## config.mk

```make
export PLATFORM = sky130hd
export DESIGN_NAME = tug_round_controller
export DESIGN_NICKNAME = d
export VERILOG_FILES = /design/src/rtl/tug_round_controller_pkg.sv /design/src/rtl/tug_round_controller_sync2.sv /design/src/rtl/tug_round_controller.sv
export SDC_FILE = /design/constraint.sdc
export NUM_CORES = 1
export LEC_CHECK = 0
export BUFFER_PORTS_ARGS = -buffer_cell sky130_fd_sc_hd__buf_2
export CAP_MARGIN = 10
export CORE_UTILIZATION = 35
export CTS_CLUSTER_SIZE = 24
export DETAILED_ROUTE_END_ITERATION = 12
export GPL_ROUTABILITY_DRIVEN = 0
export HOLD_SLACK_MARGIN = 0.15
export SKIP_LAST_GASP = 1
export SYNTH_ARGS = -nofsm -noshare
export SYNTH_HDL_FRONTEND = slang
export SYNTH_SLANG_ARGS = --single-unit
```

## constraint.sdc

```tcl
create_clock -name clk -period 6.07 [get_ports clk]
set_clock_uncertainty 0.2 [all_clocks]
set_input_delay 0.3035 -clock clk [delete_from_list [all_inputs] [get_ports clk]]
set_output_delay 0.3035 -clock clk [all_outputs]
set_load 0.005 [all_outputs]
```

## src/rtl/tug_round_controller_pkg.sv

```systemverilog
// Shared types for the tug-of-war round controller: state encoding and rope-centre helper.
package tug_round_controller_pkg;

  typedef enum logic [2:0] {
    S_IDLE = 3'd0,
    S_ARM  = 3'd1,
    S_GO   = 3'd2,
    S_HOLD = 3'd3,
    S_WIN  = 3'd4
  } state_t;

  function automatic int center(input int pos_max);
    return pos_max / 2;
  endfunction

endpackage

```

## src/rtl/tug_round_controller_sync2.sv

```systemverilog
// Two-flop synchronizer for the push-button latch results, cleared by synchronous active-low reset.
module tug_round_controller_sync2 #(
  parameter int W = 1
) (
  input  logic         clk,
  input  logic         rst,
  input  logic [W-1:0] d,
  output logic [W-1:0] q
);

  logic [W-1:0] meta;

  // Two-stage resynchronisation of the asynchronous latch outputs.
  always_ff @(posedge clk) begin
    if (!rst) begin
      meta <= '0;
      q    <= '0;
    end else begin
      meta <= d;
      q    <= meta;
    end
  end

endmodule

```

## src/rtl/tug_round_controller.sv

```systemverilog
// Tug-of-war round sequencer: arms the latches, opens the go window, scores pushes, declares a winner.
// Optional feature macro: TUG_FALSE_START_EN (latches live during ARM, early presses penalised).
module tug_round_controller
  import tug_round_controller_pkg::*;
#(
  parameter int POS_MAX     = 8,
  parameter int POS_W       = 4,
  parameter int ARM_CYCLES  = 16,
  parameter int HOLD_CYCLES = 4
) (
  input  logic             clk,
  input  logic             rst,
  input  logic             start,
  input  logic             push,
  input  logic             tie,
  input  logic             right,
  output logic             clear,
  output logic             go_led,
  output logic [POS_W-1:0] pos,
  output logic             win_valid,
  output logic             win_right
);

  localparam int CNT_MAX = (ARM_CYCLES > HOLD_CYCLES) ? ARM_CYCLES : HOLD_CYCLES;
  localparam int CNT_W   = $clog2(CNT_MAX + 1);

  localparam logic [POS_W-1:0] POS_CENTER = POS_W'(center(POS_MAX));
  localparam logic [POS_W-1:0] POS_TOP    = POS_W'(POS_MAX);
  localparam logic [CNT_W-1:0] ARM_LOAD   = CNT_W'(ARM_CYCLES - 1);
  localparam logic [CNT_W-1:0] HOLD_LOAD  = CNT_W'(HOLD_CYCLES - 1);

  state_t           state, state_n;
  logic [CNT_W-1:0] cnt, cnt_n;
  logic [POS_W-1:0] pos_n;
  logic             clear_n, go_led_n, win_valid_n, win_right_n;
  logic [2:0]       sync_bits;
  logic             s_push, s_tie, s_right;

  tug_round_controller_sync2 #(.W(3)) u_sync (
    .clk (clk),
    .rst (rst),
    .d   ({push, tie, right}),
    .q   (sync_bits)
  );

  assign s_push  = sync_bits[2];
  assign s_tie   = sync_bits[1];
  assign s_right = sync_bits[0];

  // Moves the rope one step toward the favoured side; a tie leaves it alone and the ends never wrap.
  function automatic logic [POS_W-1:0] step_pos(input logic [POS_W-1:0] p,
                                                input logic is_tie,
                                                input logic up);
    logic [POS_W-1:0] r;
    r = p;
    if (is_tie) begin
      r = p;
    end else if (up) begin
      if (p != POS_TOP) r = p + POS_W'(1);
      else              r = p;
    end else begin
      if (p != {POS_W{1'b0}}) r = p - POS_W'(1);
      else                    r = p;
    end
    return r;
  endfunction

  // Next-state, counter, rope position and registered-output decode.
  always_comb begin
    state_n     = state;
    cnt_n       = cnt;
    pos_n       = pos;
    clear_n     = 1'b1;
    go_led_n    = 1'b0;
    win_valid_n = 1'b0;
    win_right_n = 1'b0;

    case (state)
      S_IDLE: begin
        if (start) begin
          state_n = S_ARM;
          cnt_n   = ARM_LOAD;
          pos_n   = POS_CENTER;
        end else begin
          state_n = S_IDLE;
        end
      end
      S_ARM: begin
`ifdef TUG_FALSE_START_EN
        if (s_push) begin
          // False start: the early presser loses the step, so direction is inverted.
          state_n = S_HOLD;
          cnt_n   = HOLD_LOAD;
          pos_n   = step_pos(pos, s_tie, ~s_right);
        end else if (cnt == {CNT_W{1'b0}}) begin
          state_n = S_GO;
        end else begin
          cnt_n = cnt - CNT_W'(1);
        end
`else
        if (cnt == {CNT_W{1'b0}}) begin
          state_n = S_GO;
        end else begin
          cnt_n = cnt - CNT_W'(1);
        end
`endif
      end
      S_GO: begin
        if (s_push) begin
          state_n = S_HOLD;
          cnt_n   = HOLD_LOAD;
          pos_n   = step_pos(pos, s_tie, s_right);
        end else begin
          state_n = S_GO;
        end
      end
      S_HOLD: begin
        if (cnt == {CNT_W{1'b0}}) begin
          if ((pos == {POS_W{1'b0}}) || (pos == POS_TOP)) begin
            state_n = S_WIN;
          end else begin
            state_n = S_ARM;
            cnt_n   = ARM_LOAD;
          end
        end else begin
          cnt_n = cnt - CNT_W'(1);
        end
      end
      S_WIN: begin
        if (start) begin
          state_n = S_ARM;
          cnt_n   = ARM_LOAD;
          pos_n   = POS_CENTER;
        end else begin
          state_n = S_WIN;
        end
      end
      default: begin
        state_n = S_IDLE;
        cnt_n   = {CNT_W{1'b0}};
        pos_n   = POS_CENTER;
      end
    endcase

    // Outputs follow the state being entered so they are valid the cycle after the edge.
    if (state_n == S_GO) begin
      clear_n  = 1'b0;
      go_led_n = 1'b1;
    end else begin
      clear_n  = 1'b1;
      go_led_n = 1'b0;
    end
`ifdef TUG_FALSE_START_EN
    if (state_n == S_ARM) begin
      clear_n = 1'b0;
    end else begin
      clear_n = clear_n;
    end
`endif
    if (state_n == S_WIN) begin
      win_valid_n = 1'b1;
      win_right_n = (pos_n == POS_TOP);
    end else begin
      win_valid_n = 1'b0;
      win_right_n = 1'b0;
    end
  end

  // State, counter, rope position and output registers.
  always_ff @(posedge clk) begin
    if (!rst) begin
      state     <= S_IDLE;
      cnt       <= {CNT_W{1'b0}};
      pos       <= POS_CENTER;
      clear     <= 1'b1;
      go_led    <= 1'b0;
      win_valid <= 1'b0;
      win_right <= 1'b0;
    end else begin
      state     <= state_n;
      cnt       <= cnt_n;
      pos       <= pos_n;
      clear     <= clear_n;
      go_led    <= go_led_n;
      win_valid <= win_valid_n;
      win_right <= win_right_n;
    end
  end

endmodule
```

==> metrics.md, run 1 <==
| Metric | Value |
|---|---|
| Endpoints failing setup | 0 |
| Post-layout net count | approximately 160 |
| Iter 0 DRT Violations | 16 |
| Grt ovf | 0 |
| Largest fanout on the critical path | 8 |
| Reg2Reg Depth | 7 |
| Async S/R FF share, synth | 0 |
| Total Routing Usage GR | 0.154 |
| Synth warnings | 0 |
| Flops & latches, synth | 22 |
| Die Area | ~3600 um2 |
| Hold_ws | around 0.16 ns |
| Setup TNS | 0 ns |
| Die height | about 60 um |
| Final Max Slew Viols | 0 |
| Reg clk slew, reported paths | around 0.12 ns |
| WHS Path Cells | 3 |
| CTS tree | yes |
| Max transition margin | 0.597 |
| Post-Route M1 WL | about 1200 um |
| Hold/Removal Path Class | in2reg |
| Top Metal Used | met4 |
| First-pass GRT wire length | around 4300 um |
| Vias in the first global route | 977 |
| DRC Markers | 0 |
| PwrDens | ~320 nW/um2 |
| Synth cell types | 42 |
| Clk buf depth | 2 |
| Post-Syn Instances | about 140 |
| Largest net degree at the start of global routing | 17 |
| Reg2Reg Setup Slack | between 3 and 4 ns |
| # Max-Cap Violations | 0 |
| Detailed placer's ending HPWL | roughly 1700 um |
| Routed length on met2 | about 1100 um |
| Critical path class | reg2reg |
| Area grow syn2layout | 15.3% |
| Fmax | about 440 MHz |
| Syn avg cell area | a little under 9 um2 |
| N_diodes | 0 |
| Worst Path Required | about 6.1 ns |
| Most common cell after layout, fill and taps aside | dfxtp_1 |
| Worst Hold End | win_valid |
| Critical path capture point type | register |
| Post-synth EDFFs | 0 |
| Commonest non-fill, non-tap cells in the layout | 22 x dfxtp_1, 16 x nand2_1, 13 x buf_2 |
| CTS Buf Count | 3 |
| Root buffer cell | clkbuf_4 |
| Outcome | finished clean |
| Most common flop cell mapped by yosys | dfxtp_1 |
| Cell count after placement | 186 |
| End of the worst register-to-register path | cnt[2] |
| RSZ-0062 raised after global routing | no |
| Port bufs | 13 |
| Slew @ Worst Pin | 0.604 ns |
| Metal3 WL | roughly 110 um |
| Post-route ant nets | 0 |
| Mean routed wirelength per cell | 12.3 um |
| Post-CTS sizing | 0 |
| Mapped cell area | between 1000 and 1500 um2 |
| DR pass1 iterations | 4 |
| Final Non-Filler Cells | 196 |
| H-tree levels | 1 |
| Min Tclk post-route | around 2.3 ns |
| Syn nets | roughly 150 |
| # rows | 20 |
| Layout cells sized above 1 | 0.164 |
| Initial antenna violation count | 0 |
| Starting Density | 0.381 |
| CORE AREA | 3130 um2 |
| Clock latency on the worst-skew pair | 0.31 ns |
| Hold Crit Start | start |
| Total clock sinks | 22 |
| Max IR drop VDD | between 0.0001 and 0.00015 V |
| Leakage power | between 0.5 and 0.6 nW |
| Routed vias | 986 |
| Data arrival, critical path | between 2 and 2.5 ns |
| Worst r2r src | pos[0] |
| Critical path startpoint category | register |
| Fin crit share | 0.371 |
| Die Wd | approximately 60 um |
| IO Count | 14 |
| Register area share after synthesis | 0.370 |
| Final hold violation count | 0 |
| Via density | slightly above 5 |
| Final wirelength | approximately 2400 um |
[metal layers]
metal | track usage | up-vias
li1 | - | 512
met5 | 0 | -
met1 | 0.206 | 446
met4 | 0.0532 | 0
met3 | 0.0213 | 4
met2 | 0.253 | 24
[report_power, final]
group / switching (W) / internal (W) / leakage (nW)
clock: 0.0000458 / 0.0000366 / 0.0210
combinational: 0.0000814 / 0.0000790 / 0.345
sequential: 0.0000342 / 0.000164 / 0.180
total: 0.000161 / 0.000280 / 0.546
[state kept, by name, indices dropped and copies added (netlist names)]
name / cells
cnt: 5
clear: 1
u_sync.q: 3
u_sync.meta: 3
win_right: 1
win_valid: 1
state: 3
pos: 4
go_led: 1
[area by class of cell]
| type | instances | area (um2) |
|---|---|---|
| multi-input combinational | 102 | 698 |
| tap | 44 | 55.1 |
| inverter | 5 | 18.8 |
| clock buffer | 4 | 36.3 |
| sequential | 22 | 440 |
| fill | 323 | 1750 |
| timing repair buffer | 19 | 125 |
[worst max-delay path by stage]
| stage | slack [ns] | endpoint | start | cells after the start |
|---|---|---|---|---|
| after floorplan | 4.13 | win_right | pos[0] | 7 |
| after global placement | 3.98 | cnt[3] | pos[0] | 7 |
| after detailed placement | 3.85 | cnt[2] | pos[0] | 7 |
| after CTS | 3.82 | cnt[2] | pos[0] | 7 |
| after global routing | 3.60 | cnt[2] | pos[0] | 7 |
| final | 3.82 | cnt[2] | pos[0] | 7 |
[metrics by stage]
stage / util / power (W) / instance area (um2) / setup WS, ns
3_3_place_gp: 0.408 / 0.000356 / 1280 / 3.98
3_5_place_dp: 0.408 / 0.000359 / 1280 / 3.85
6_report: 0.439 / 0.000441 / 1370 / 3.82
4_1_cts: 0.439 / 0.000446 / 1370 / 3.82
5_1_grt: 0.439 / 0.000478 / 1370 / 3.60
2_1_floorplan: - / 0.000326 / 1190 / 4.13
[cells by family (layout without fill, tap and decap cells)]
logic type / Yosys count / in the layout / synth area share
AOI/OAI and AO/OA: 36 / 36 / 0.208
adders and majority gates: 4 / 4 / 0.0420
DFF: 22 / 22 / 0.370
buffers and inverters: 11 / 28 / 0.0441
xor gates and xnor gates: 5 / 5 / 0.0368
and+or+nand+nor: 54 / 54 / 0.274
muxes: 3 / 3 / 0.0252
[synth_stat cells, drive strengths merged, types with 4 or more instances]
master  instances  share of area
dfxtp          22           0.37
o21ai           9          0.041
buf             4          0.022
inv             5          0.016
and2            7          0.037
nand2          16          0.050
nor2b           6          0.032
nand2b          6          0.032
nor2            5          0.016
ha              4          0.042
a21oi           8          0.037
a21boi          5          0.032
[critical path: stages (launching register included)]
cell and delay [ns]:
dfxtp_1 0.48, inv_1 0.08, ha_1 0.27, nand2b_1 0.16, mux2i_1 0.09, o221ai_1 0.52
o21ai_0 0.18, a21boi_0 0.19
[what timing repair did]
| item | 4_1_cts | 5_1_grt |
|---|---|---|
| buffers inserted | 0 | 0 |
| hold buffers | 6 | 0 |
| hold endpoints to repair | 9 | 0 |
(Power assumes the default switching activity.)
==> inputs of run 2 (changes only) <==
--- a/config.mk
+++ b/config.mk
@@ -5,6 +5,7 @@
 export SDC_FILE = /design/constraint.sdc
 export NUM_CORES = 1
 export LEC_CHECK = 0
+export ABC_AREA = 1
 export BUFFER_PORTS_ARGS = -buffer_cell sky130_fd_sc_hd__buf_2
 export CAP_MARGIN = 10
 export CORE_UTILIZATION = 35
==> constraint.sdc (replaced) <==
create_clock -name clk -period 1.9 [get_ports clk]
set_clock_uncertainty 0.2 [all_clocks]
set_input_delay 0.095 -clock clk [delete_from_list [all_inputs] [get_ports clk]]
set_output_delay 0.095 -clock clk [all_outputs]
set_load 0.005 [all_outputs]
==> metrics.md, run 2 <==
| Metric | Value |
|---|---|
| Max IR drop VDD | 0.000596 V (+380%) |
| Psw | 0.000657 W (+310%) |
| Most common cell after layout, fill and taps aside | nand2_1 |
| IO Count | 14 (unchanged) |
| Top-area cell type share of the netlist area | 0.368 (-0.00193) |
| Die height | 60.5 um (+0.26%) |
| Largest fanout on the critical path | 5 (-3) |
| Initial antenna violation count | 0 (unchanged) |
| Leakage power | 0.717 nW (+31%) |
| Routed vias | 1113 (+13%) |
| DRC Markers | 0 (unchanged) |
| Reg clk slew, reported paths | 0.12 ns (about the same) |
| Total clock sinks | 22 (unchanged) |
| Clock power frac | 0.158 (-0.029) |
| Starting Density | 0.380 (-0.00104) |
| First-pass GRT wire length | 4160 um (-2.4%) |
| Layout cells sized above 1 | 0.169 (+0.00461) |
| Min Tclk post-route | 1.72 ns (-0.528 ns) |
| Outcome | finished clean |
| Grt ovf | 0 (unchanged) |
| Commonest non-fill, non-tap cells in the layout | 57 x nand2_1, 29 x inv_1, 21 x dfxtp_1, 18 x nor2_1 |
| PwrDens | 1110 nW/um2 (+240%) |
| End of the worst register-to-register path | win_right |
| Async S/R FF share, synth | 0 (unchanged) |
| Critical path capture point type | register |
| Switching share of total power | 0.411 (+0.0456) |
| WHS Path Cells | 2 (-1) |
| Flop pwr share | 0.386 (-0.064) |
| Vias in the first global route | 986 (+0.92%) |
| Synth cell types | 22 (-48%) |
| Leading area contributor after synthesis | dfxtp_1 |
| Endpoints failing setup | 0 (unchanged) |
| Die Wd | 60.5 um (+0.26%) |
| Port bufs | 13 (unchanged) |
| Mean routed wirelength per cell | 9.78 um (-20%) |
| Worst Path Required | 1.95 ns (-4.16 ns) |
| Syn avg cell area | 6.62 um2 (-25%) |
| Register area share after synthesis | 0.368 (-0.00193) |
| Int Pwr | 0.000941 W (+240%) |
| Largest stage delay, worst path | 0.33 ns (-0.19 ns) |
| Largest net degree at the start of global routing | 13 (-4) |
| Clk buf depth | 2 (unchanged) |
| Crit-path leading delay family | simple AND/OR/NAND/NOR gates |
| Syn nets | 191 (+32%) |
| Critical path class | reg2reg |
| Via density | 4.43 (-12%) |
| Hold Crit Start | u_sync.meta[1] |
| Top reg by flops | cnt |
| CTS Buf Count | 3 (unchanged) |
| Post-layout net count | 218 (+34%) |
| # Max-Cap Violations | 0 (unchanged) |
| Clock latency on the worst-skew pair | 0.30 ns (about the same) |
| Post-route ant nets | 0 (unchanged) |
| Hold/Removal Path Class | reg2reg |
| Flops & latches, synth | 22 (unchanged) |
| Most common library cells after synthesis | 57 x nand2_1, 29 x inv_1, 22 x dfxtp_1 |
| Reg2Reg Setup Slack | 0.18 ns (-3.64 ns) |
| Final wirelength | 2460 um (+2.0%) |
| Final Non-Filler Cells | 251 (+28%) |
| Hold_ws | 0.224 ns (+0.0602 ns) |
| Top Registers | cnt x5, pos x4 |
| Cell count after placement | 239 (+28%) |
| Final Max Slew Viols | 0 (unchanged) |
| Final hold violation count | 0 (unchanged) |
| Synth warnings | 0 (unchanged) |
| Slowest stage cell, crit path | dfxtp_1 |
| Worst Hold End | u_sync.q[1] |
| Post-Syn Instances | 181 (+34%) |
| Slew @ Worst Pin | 0.301 ns (-0.303 ns) |
| Storage cell area | 442 um2 (+0.28%) |
| Multi-input logic area | 632 um2 (-9.5%) |
| DR pass1 iterations | 4 (unchanged) |
| H-tree levels | 1 (unchanged) |
| CP Cell Sequence | inv_1, ha_1, nand2_1, nor2_1, nand2_1, nand2_1, nand2_2, nor2_1, nand3_1, nor2_1 |
| Mapped cell area | 1200 um2 (+0.53%) |
| Worst r2r src | pos[0] |
| Max transition margin | 0.799 (+0.201) |
| Iter 0 DRT Violations | 21 (+5) |
| Number of buffers and inverters on the critical path | 1 (unchanged) |
| CTS tree | yes |
| Most frequent cell after synthesis | nand2_1 |
| Max reg flops | 5 (unchanged) |
| Data arrival, critical path | 1.77 ns (-0.53 ns) |
| Combinational power share | 0.456 (+0.093) |
| Ranking of synthesized cells by area | dfxtp_1 37%, nand2_1 18%, inv_1 9.1% |
| FILL cells | 359 (+11%) |
| Most common flop cell mapped by yosys | dfxtp_1 |
| RSZ-0062 raised after global routing | no |
| Detailed placer's ending HPWL | 1890 um (+10%) |
| Total Routing Usage GR | 0.151 (-0.00284) |
| Reg2Reg Depth | 10 (+3) |
| # rows | 20 (unchanged) |
| Critical path startpoint category | register |
| Setup TNS | 0 ns (unchanged) |
| CORE AREA | 3150 um2 (+0.80%) |
| Area grow syn2layout | 20.7% |
| Fmax | 580 MHz (+31%) |
| Root buffer cell | clkbuf_4 |
| N_diodes | 0 (unchanged) |
| Final Power | 0.00160 W (+260%) |
| Fin crit share | 0.907 (+0.536) |
| Post-synth EDFFs | 0 (unchanged) |
| Die Area | 3660 um2 (+0.51%) |
==> run 2: cell types whose count changed in the layout (fill, tap and decap cells not counted), moves of 5 or more <==
| cell | change |
|---|---|
| nor2b_1 | -6 |
| nand2_1 | +41 |
| a21boi_0 | -5 |
| nand3_1 | +13 |
| and2_1 | -7 |
| nor2_1 | +13 |
| inv_1 | +24 |
| nand2b_1 | -6 |
==> run 2: power by group through the flow <==
stage	clock, W	sequential [W]	combinational, W
after CTS	0.000266	0.000617	0.000733
final	0.000252	0.000616	0.000729
after global placement	0	0.000631	0.000725
after floorplan	0	0.000616	0.000573
after global routing	0.000282	0.000632	0.000829
after detailed placement	0	0.000628	0.000718
==> run 2: metal layers <==
metal / GRT usage / vias to the layer above / share of wire
met3: 0.00853 / 2 / 0.039
met1: 0.212 / 473 / 0.52
li1: - / 611 / -
met2: 0.234 / 27 / 0.43
met5: 0 / - / 0
met4: 0.0779 / 0 / 0.011
==> run 2: cell families after synthesis <==
group,synth area share
adder cells (fa/ha/maj),0.0418
XOR/XNOR,0.0219
flip-flops,0.368
AND/OR/NAND/NOR,0.381
buffers and inverters,0.104
AO/OA/AOI/OAI,0.0826
==> run 2: area by class of cell <==
class	count	share of cell area
Multi-Input combinational cell	126	0.437
Clock buffer	4	0.0251
Sequential cell	22	0.306
Tap cell	44	0.0381
Inverter	32	0.0831
Timing Repair Buffer	23	0.111
==> run 2: worst max-delay path by stage <==
| stage | startpoint | endpoint | slack [ns] | cells after the start |
|---|---|---|---|---|
| 6_report | pos[0] | win_right | 0.18 | 10 |
| 5_1_grt | pos[0] | win_right | 0.007 | 10 |
| 4_1_cts | pos[1] | win_right | 0.11 | 11 |
| 3_5_place_dp | pos[1] | win_right | 0.13 | 11 |
| 3_3_place_gp | pos[1] | win_right | 0.20 | 11 |
| 2_1_floorplan | pos[0] | win_right | 0.29 | 11 |
==> run 2: timing repair <==
action / in CTS / in global routing
setup endpoints to repair: 0 / 6
endpoints found under the hold margin: 22 / 0
setup buffers: 0 / 0
resized for setup: 0 / 1
hold buffers: 8 / 0
==> run 2: metrics by stage <==
| stage | util | cell area, um2 | setup slack, ns |
|---|---|---|---|
| after detailed placement | 0.421 | 1330 | 0.132 |
| after floorplan | - | 1200 | 0.285 |
| after global routing | 0.458 | 1450 | 0.00746 |
| final | 0.458 | 1450 | 0.176 |
| after global placement | 0.421 | 1330 | 0.196 |
| after CTS | 0.458 | 1440 | 0.108 |
==> run 2: worst register-to-register path: cells and delay by family, from the launching register on <==
kind	cells	cell delay (ns)
fa+ha+maj	1	0.27
buf+inv	1	0.12
flops	1	0.33
simple gates	8	0.75
